### config.mk
export PLATFORM = sky130hd
export DESIGN_NAME = hazard_scoreboard
export DESIGN_NICKNAME = d
export VERILOG_FILES = /design/src/rtl/hazard_pkg.sv /design/src/rtl/sb_match.sv /design/src/rtl/hazard_scoreboard.sv
export SDC_FILE = /design/constraint.sdc
export NUM_CORES = 1
export LEC_CHECK = 0
export ABC_CLOCK_PERIOD_IN_PS = 3620
export BUFFER_PORTS_ARGS = -buffer_cell sky130_fd_sc_hd__buf_2
export CAP_MARGIN = 20
export CORE_MARGIN = 2
export CORE_UTILIZATION = 50
export CTS_BUF_LIST = sky130_fd_sc_hd__clkbuf_4 sky130_fd_sc_hd__clkbuf_8 sky130_fd_sc_hd__clkbuf_16
export CTS_CLUSTER_DIAMETER = 100
export CTS_CLUSTER_SIZE = 30
export DETAILED_ROUTE_END_ITERATION = 8
export PLACE_DENSITY_LB_ADDON = 0.25
export SLEW_MARGIN = 20
export SYNTH_ARGS = -nofsm -noshare
export SYNTH_HDL_FRONTEND = slang
export SYNTH_SLANG_ARGS = --single-unit
### constraint.sdc
create_clock -name clk -period 3.62 [get_ports clk]
set_clock_uncertainty 0.1 [all_clocks]
set_input_delay 0.543 -clock clk [delete_from_list [all_inputs] [get_ports clk]]
set_output_delay 0.543 -clock clk [all_outputs]
set_load 0.02 [all_outputs]
### src/rtl/hazard_pkg.sv
// hazard_pkg
//   Shared definitions for the decode-stage hazard scoreboard.
//   - sb_entry_t : one in-flight writer record (valid, writes RF, rd, load, flag write)
//   - FWD_RF     : forwarding select value meaning "use the register-file value"
//   - depth_legal / reg_aw_legal : elaboration-time parameter checks
//   Register numbers are stored zero-extended to RD_W_MAX bits so the struct
//   does not depend on the REG_AW parameter of the instantiating module.
package hazard_pkg;

  localparam int unsigned RD_W_MAX  = 8;
  localparam int unsigned DEPTH_MIN = 2;
  localparam int unsigned DEPTH_MAX = 6;
  localparam int unsigned FWD_RF    = 0;

  typedef struct packed {
    logic                v;   // slot holds a real instruction
    logic                wr;  // instruction writes the register file
    logic [RD_W_MAX-1:0] rd;  // destination register (zero-extended)
    logic                ld;  // result only available at the end of MEM
    logic                fw;  // instruction writes flags in EX
  } sb_entry_t;

  function automatic logic depth_legal(input int unsigned d);
    return (d >= DEPTH_MIN) && (d <= DEPTH_MAX);
  endfunction

  function automatic logic reg_aw_legal(input int unsigned w);
    return (w >= 32'd1) && (w <= RD_W_MAX);
  endfunction

endpackage

### src/rtl/sb_match.sv
// sb_match
//   Combinational priority match of one source operand against the
//   scoreboard. The youngest (lowest-index) matching slot wins.
//   Ports:
//     src_i   source register number
//     used_i  the operand is actually read
//     wr_i    per-slot "real writer" (valid, writes RF, rd != 0)
//     rd_i    per-slot destination registers, slot i at [i*RD_W +: RD_W]
//     ld_i    per-slot load flag
//     hit_o   some slot matches
//     idx_o   index of the youngest matching slot
//     ld_o    the youngest matching slot holds a load
module sb_match
  import hazard_pkg::*;
#(
  parameter int DEPTH = 3,
  parameter int RD_W  = 8,
  parameter int SEL_W = $clog2(DEPTH)
) (
  input  logic [RD_W-1:0]       src_i,
  input  logic                  used_i,
  input  logic [DEPTH-1:0]      wr_i,
  input  logic [DEPTH*RD_W-1:0] rd_i,
  input  logic [DEPTH-1:0]      ld_i,
  output logic                  hit_o,
  output logic [SEL_W-1:0]      idx_o,
  output logic                  ld_o
);

  // Priority search: scan oldest to youngest so the youngest match overwrites.
  always_comb begin
    hit_o = 1'b0;
    idx_o = {SEL_W{1'b0}};
    ld_o  = 1'b0;
    for (int i = DEPTH - 1; i >= 0; i--) begin
      if (used_i && wr_i[i] && (rd_i[i*RD_W +: RD_W] == src_i)) begin
        hit_o = 1'b1;
        idx_o = SEL_W'(i);
        ld_o  = ld_i[i];
      end else begin
        // no match here: any older match already recorded stays selected
        hit_o = hit_o;
      end
    end
  end

endmodule

### src/rtl/hazard_scoreboard.sv
// hazard_scoreboard
//   Decode-stage hazard and forwarding unit built on a shift register of
//   in-flight writers (slot 0 = EX ... slot DEPTH-1 = WB).
//   Ports:
//     clk, rst                 clock, synchronous active-high reset
//     id_valid                 ID holds a real instruction
//     id_src1/2, id_src1/2_used source operands and whether they are read
//     id_rd, id_rf_wr          destination and RF write enable
//     id_is_load               result available only after MEM
//     id_flag_wr               writes flags in EX
//     id_br_flags              conditional branch reading flags in ID
//     id_br_reg                branch reading id_src1 in ID
//     pipe_hold                external freeze; scoreboard holds, stall forced low
//     stall                    freeze PC/IF-ID and insert an ID/EX bubble
//     fwd_sel1/2               0 = RF value, k = forward from slot k-1
//   Optional build macro HAZARD_STATS_EN adds saturating 32-bit counters
//   cnt_load_use, cnt_flag, cnt_br_reg counting cycles each cause drives stall.
module hazard_scoreboard
  import hazard_pkg::*;
#(
  parameter int REG_AW = 4,
  parameter int DEPTH  = 3,
  parameter int SEL_W  = $clog2(DEPTH)
) (
  input  logic              clk,
  input  logic              rst,
  input  logic              id_valid,
  input  logic [REG_AW-1:0] id_src1,
  input  logic [REG_AW-1:0] id_src2,
  input  logic              id_src1_used,
  input  logic              id_src2_used,
  input  logic [REG_AW-1:0] id_rd,
  input  logic              id_rf_wr,
  input  logic              id_is_load,
  input  logic              id_flag_wr,
  input  logic              id_br_flags,
  input  logic              id_br_reg,
  input  logic              pipe_hold,
  output logic              stall,
  output logic [SEL_W-1:0]  fwd_sel1,
  output logic [SEL_W-1:0]  fwd_sel2
`ifdef HAZARD_STATS_EN
  ,
  output logic [31:0]       cnt_load_use,
  output logic [31:0]       cnt_flag,
  output logic [31:0]       cnt_br_reg
`endif
);

  if (!depth_legal(DEPTH)) begin : g_bad_depth
    $error("hazard_scoreboard: DEPTH must be in 2..6");
  end
  if (!reg_aw_legal(REG_AW)) begin : g_bad_aw
    $error("hazard_scoreboard: REG_AW must be in 1..8");
  end

  sb_entry_t sb_q [DEPTH];
  sb_entry_t sb_d [DEPTH];

  logic [DEPTH-1:0]          wr_vec_s;
  logic [DEPTH*RD_W_MAX-1:0] rd_vec_s;
  logic [DEPTH-1:0]          ld_vec_s;

  logic             m1_hit_s, m1_ld_s, m2_hit_s, m2_ld_s;
  logic [SEL_W-1:0] m1_idx_s, m2_idx_s;
  logic             lu_s, fl_s, br_s, gate_s;

  // A matching slot forwards unless it is the WB slot (RF bypass covers it)
  // or a load still in EX (its data does not exist yet).
  function automatic logic [SEL_W-1:0] fwd_of(input logic hit, input logic [SEL_W-1:0] idx,
                                               input logic ld);
    if (hit && (idx != SEL_W'(DEPTH - 1)) && !((idx == {SEL_W{1'b0}}) && ld)) begin
      return idx + SEL_W'(1);
    end else begin
      return SEL_W'(FWD_RF);
    end
  endfunction

  // Flatten the scoreboard for the matchers; rd == 0 never counts as a writer.
  always_comb begin
    wr_vec_s = {DEPTH{1'b0}};
    rd_vec_s = {(DEPTH*RD_W_MAX){1'b0}};
    ld_vec_s = {DEPTH{1'b0}};
    for (int i = 0; i < DEPTH; i++) begin
      wr_vec_s[i] = sb_q[i].v & sb_q[i].wr & (sb_q[i].rd != {RD_W_MAX{1'b0}});
      rd_vec_s[i*RD_W_MAX +: RD_W_MAX] = sb_q[i].rd;
      ld_vec_s[i] = sb_q[i].ld;
    end
  end

  sb_match #(.DEPTH(DEPTH), .RD_W(RD_W_MAX), .SEL_W(SEL_W)) u_match1 (
    .src_i (RD_W_MAX'(id_src1)),
    .used_i(id_src1_used),
    .wr_i  (wr_vec_s),
    .rd_i  (rd_vec_s),
    .ld_i  (ld_vec_s),
    .hit_o (m1_hit_s),
    .idx_o (m1_idx_s),
    .ld_o  (m1_ld_s)
  );

  sb_match #(.DEPTH(DEPTH), .RD_W(RD_W_MAX), .SEL_W(SEL_W)) u_match2 (
    .src_i (RD_W_MAX'(id_src2)),
    .used_i(id_src2_used),
    .wr_i  (wr_vec_s),
    .rd_i  (rd_vec_s),
    .ld_i  (ld_vec_s),
    .hit_o (m2_hit_s),
    .idx_o (m2_idx_s),
    .ld_o  (m2_ld_s)
  );

  // Hazard causes and the resulting stall / forwarding selects.
  always_comb begin
    lu_s   = (m1_hit_s & (m1_idx_s == {SEL_W{1'b0}}) & m1_ld_s)
           | (m2_hit_s & (m2_idx_s == {SEL_W{1'b0}}) & m2_ld_s);
    fl_s   = id_br_flags & sb_q[0].v & sb_q[0].fw;
    // BR reads the register in ID: anything younger than WB is not yet in the RF
    br_s   = id_br_reg & m1_hit_s & (m1_idx_s <= SEL_W'(DEPTH - 2));
    gate_s = id_valid & ~pipe_hold;
    stall  = gate_s & (lu_s | fl_s | br_s);
    if (id_valid && !stall) begin
      fwd_sel1 = fwd_of(m1_hit_s, m1_idx_s, m1_ld_s);
      fwd_sel2 = fwd_of(m2_hit_s, m2_idx_s, m2_ld_s);
    end else begin
      fwd_sel1 = SEL_W'(FWD_RF);
      fwd_sel2 = SEL_W'(FWD_RF);
    end
  end

  // Next scoreboard contents: shift toward WB, enter ID or a bubble at slot 0.
  always_comb begin
    sb_d[0] = '0;
    if (id_valid && !stall) begin
      sb_d[0].v  = 1'b1;
      sb_d[0].wr = id_rf_wr;
      sb_d[0].rd = RD_W_MAX'(id_rd);
      sb_d[0].ld = id_is_load;
      sb_d[0].fw = id_flag_wr;
    end else begin
      sb_d[0] = '0;
    end
    for (int i = 1; i < DEPTH; i++) begin
      sb_d[i] = sb_q[i-1];
    end
  end

  // Scoreboard register: reset beats hold, hold freezes every slot.
  always_ff @(posedge clk) begin
    if (rst) begin
      for (int i = 0; i < DEPTH; i++) begin
        sb_q[i] <= '0;
      end
    end else if (!pipe_hold) begin
      for (int i = 0; i < DEPTH; i++) begin
        sb_q[i] <= sb_d[i];
      end
    end
  end

`ifdef HAZARD_STATS_EN
  logic [31:0] cnt_lu_q, cnt_fl_q, cnt_br_q;

  // Saturating per-cause stall-cycle counters.
  always_ff @(posedge clk) begin
    if (rst) begin
      cnt_lu_q <= 32'd0;
      cnt_fl_q <= 32'd0;
      cnt_br_q <= 32'd0;
    end else begin
      if (gate_s && lu_s && (cnt_lu_q != 32'hFFFF_FFFF)) cnt_lu_q <= cnt_lu_q + 32'd1;
      if (gate_s && fl_s && (cnt_fl_q != 32'hFFFF_FFFF)) cnt_fl_q <= cnt_fl_q + 32'd1;
      if (gate_s && br_s && (cnt_br_q != 32'hFFFF_FFFF)) cnt_br_q <= cnt_br_q + 32'd1;
    end
  end

  assign cnt_load_use = cnt_lu_q;
  assign cnt_flag     = cnt_fl_q;
  assign cnt_br_reg   = cnt_br_q;
`endif

endmodule

==> impl_results.md <==
- Unrepaired setup endpoints after global routing: yes
- Startpoint Class: flip-flop
- WL per Instance: 15.7 um
- DP Area: 1760 um2
- Antenna violations before repair: 0
- MaxCap Viol Count: 0
- Crit. End Element: primary output
- Setup TNS: -0.137 ns
- Iter 0 DRT Violations: 79
- Post-Layout Inst Area: 1950 um2
- DRC: 0
- Crit path DAT: 3.04 ns
- Fraction of layout cells with a size suffix above 1: 35.2%
- Largest net degree at the start of global routing: 23
- Die area: 3480 um2
- Netlist Area Pre-Place: 1510 um2
- Tot GR Track Use: 22.4%
- Synthesized flop and latch total: 22
- Clock share of power: 31.7%
- Largest regs: sb_q (22)
- Non-Filler Instances: 224
- Buf/Inv on CP: 1
- Mapped Avg Cell Area: 10.4 um2
- Antenna Cells: 0
- Gr ovfl total: 0
- IO buf count: 27
- Final Slew Violations: 0
- Dpl cells: 211
- Routability cong.: 0.936
- Cell Pwr Density: 303 nW/um2
- Post-detail-place hpwl: 2670 um
- Total power: 0.591 mW
- Largest register by flop count: sb_q
- Crit-path cells: or4_4 -> and4_4 -> nand3_2 -> nand2_2 -> or2_4 -> ha_4 -> and4b_1 -> a31o_1 -> a21boi_2 -> o22ai_2 -> nor3b_2 -> buf_4
- P_sw: 0.135 mW
- Synthesized Nets: 173
- Slowest-stage cell, CP: or4_4
- Internal Power: 0.456 mW
- Max-slew headroom: 33.9%
- Top cell family by delay on the critical path: simple AND/OR/NAND/NOR gates
- First-pass DRT Iterations: 4
- Crit path kind: flip-flop to primary output
- Core Util, Final: 69.5%
- Clock Path Buffers: 2
- Pre-CTS WS: 0.0700 ns
- # H-tree levels: 1
- Nets@finish: 222
- Vias per inst: 5.81
- Switching share of power: 22.9%
- Clock Latency Late Sink: 0.32 ns
- Initial core utilization: 53.9%
- Num CTS Buffers: 3
- CTS tree: built
- Worst-Margin Slew: 0.991 ns
- Die width: 59.0 um
- Sequential fraction of the synthesis area: 43.7%
- Setup Viol. Count Final: 3
- Hold WS: 0.392 ns
- Seq pwr share: 52.3%
- Post-Syn Instances: 145
- Vias: 1302
- CP required: 2.98 ns
- IO Count: 28
- First-pass GRT wire length: 5850 um
- Violated checks: negative setup slack
- Root Driver: clkbuf_4
- Fin crit share: 102%
- Post-route ant nets: 0
- Area delta synth->final: 28.9%
- Hold Path Class: input pin to flip-flop
- Post-layout min period: 3.68 ns
- Worst-path clk slew: 0.13 ns
- Clk sinks: 22
- Yosys cell types: 37
- Max reg flops: 22
- Final wirelength: 3520 um
- # rows: 19
- Core area: 2810 um2
- Hold Fails Final Rpt: 0
- Status: complete, but fails checks
- Pleak: 0.825 nW
- FMAX: 0.272 GHz
- Maximum VDD drop: 361 uV
- Max stage delay on crit path: 0.55 ns
- Setup WS post-layout: -0.0619 ns
- Syn. warnings: 0
- Comb pwr share: 16.1%
- Vias in the first global route: 1325
- Critical Path Fanout Max: 3
- Die Y: 59.0 um
-- area by class of cell --
| class | count | area, um2 |
|---|---|---|
| clock buffer | 3 | 22.5 |
| clock inverter | 1 | 30.0 |
| tap | 31 | 38.8 |
| timing repair buffer | 45 | 284 |
| inverter | 11 | 41.3 |
| multi-input combinational | 111 | 872 |
| fill | 217 | 856 |
| sequential | 22 | 661 |
-- power groups by stage --
stage	Combinational, mW	Sequential [mW]	Clock, mW
5_1_grt	0.105	0.311	0.201
3_3_place_gp	0.0824	0.314	0
3_5_place_dp	0.0848	0.314	0
4_1_cts	0.0889	0.309	0.189
6_report	0.0951	0.309	0.187
2_1_floorplan	0.0463	0.313	0
-- kinds of logic (layout without fill, tap and decap cells) --
| kind of cell | Yosys count | after routing | synth area share [%] |
|---|---|---|---|
| adder cells (fa/ha/maj) | 5 | 5 | 4.14 |
| AND/OR/NAND/NOR | 71 | 71 | 28.0 |
| AO/OA/AOI/OAI | 16 | 16 | 10.2 |
| XOR/XNOR | 19 | 19 | 11.0 |
| buffers and inverters | 12 | 60 | 2.98 |
| flip-flops | 22 | 22 | 43.7 |
-- Yosys cell counts --
cell type / n / area share, %
nand2_1: 5 / 1.2
inv_1: 11 / 2.7
and4b_1: 1 / 0.66
or3_1: 1 / 0.41
nor2_1: 4 / 0.99
ha_1: 5 / 4.1
a21boi_2: 1 / 0.74
nor4_1: 2 / 0.83
xnor2_1: 11 / 6.4
o21a_1: 2 / 0.99
o311ai_4: 1 / 1.7
o2111ai_1: 1 / 0.58
nand2b_1: 6 / 2.5
nor3b_1: 2 / 0.99
or2_2: 1 / 0.41
edfxtp_1: 22 / 44
nand3_1: 9 / 3.0
o22ai_1: 1 / 0.41
nor3_1: 6 / 2.0
and4_1: 1 / 0.58
a21oi_1: 1 / 0.33
nor2b_1: 1 / 0.41
a311oi_1: 1 / 0.58
and4_4: 1 / 0.74
and3_4: 1 / 0.74
o21ai_0: 2 / 0.66
xor2_1: 8 / 4.6
a221oi_1: 1 / 0.58
and2_1: 23 / 9.5
o2111a_2: 1 / 0.83
clkbuf_1: 1 / 0.25
a222oi_1: 1 / 0.66
nand4_1: 4 / 1.7
a31o_1: 1 / 0.58
o2111a_1: 2 / 1.5
or4_1: 2 / 0.99
and3_1: 1 / 0.41
-- repair_timing --
action / in CTS / in global routing
buffers inserted: 3 / 6
hold buffers: 0 / 0
resized for setup: 10 / 10
setup endpoints to repair: 5 / 5
pin swaps: 6 / 6
-- worst paths after layout --
check,startpoint,endpoint,slack (ns),cells past startpoint
setup / recovery,sb_q[0][16],fwd_sel2[0],-0.06,12
setup reg to reg,sb_q[0][14],sb_q[0][10],0.34,13
hold / removal,id_rd[3],sb_q[0][5],0.39,2
hold reg to reg,sb_q[0][10],sb_q[0][22],0.46,1
-- layer usage --
metal	track usage [%]	vias to the layer above	part of all wire, %
met5	0	-	0
met4	7.14	0	1.2
met3	3.71	5	6.3
met2	38.3	41	52
met1	29.1	635	41
li1	-	621	-
-- worst reg2reg max path: cells and delay by family, from the launching register on --
family                   cells  cell delay, ns
AO/OA/AOI/OAI                4            1.18
adder cells (fa/ha/maj)      1            0.12
buffers and inverters        4            0.51
flip-flops                   1            0.41
AND/OR/NAND/NOR              4            0.72
-- layout by cell type (no fill, tap or decap), types with 2 or more instances in the layout --
master | netlist | layout
xor2_1 | 8 | 8
o2111a_1 | 2 | 2
edfxtp_1 | 22 | 22
nand2b_1 | 6 | 6
nor2_1 | 4 | 4
inv_1 | 11 | 10
nor3_1 | 6 | 5
nor4_1 | 2 | 2
buf_4 | 0 | 21
nand4_1 | 4 | 4
nand3_1 | 9 | 8
clkbuf_4 | 0 | 3
nand2_2 | 0 | 2
ha_1 | 5 | 4
nand2_1 | 5 | 3
xnor2_1 | 11 | 10
and2_1 | 23 | 22
buf_2 | 0 | 23
o21a_1 | 2 | 2
nor3b_2 | 0 | 2
Note: power is estimated with default switching activity, not from simulation.
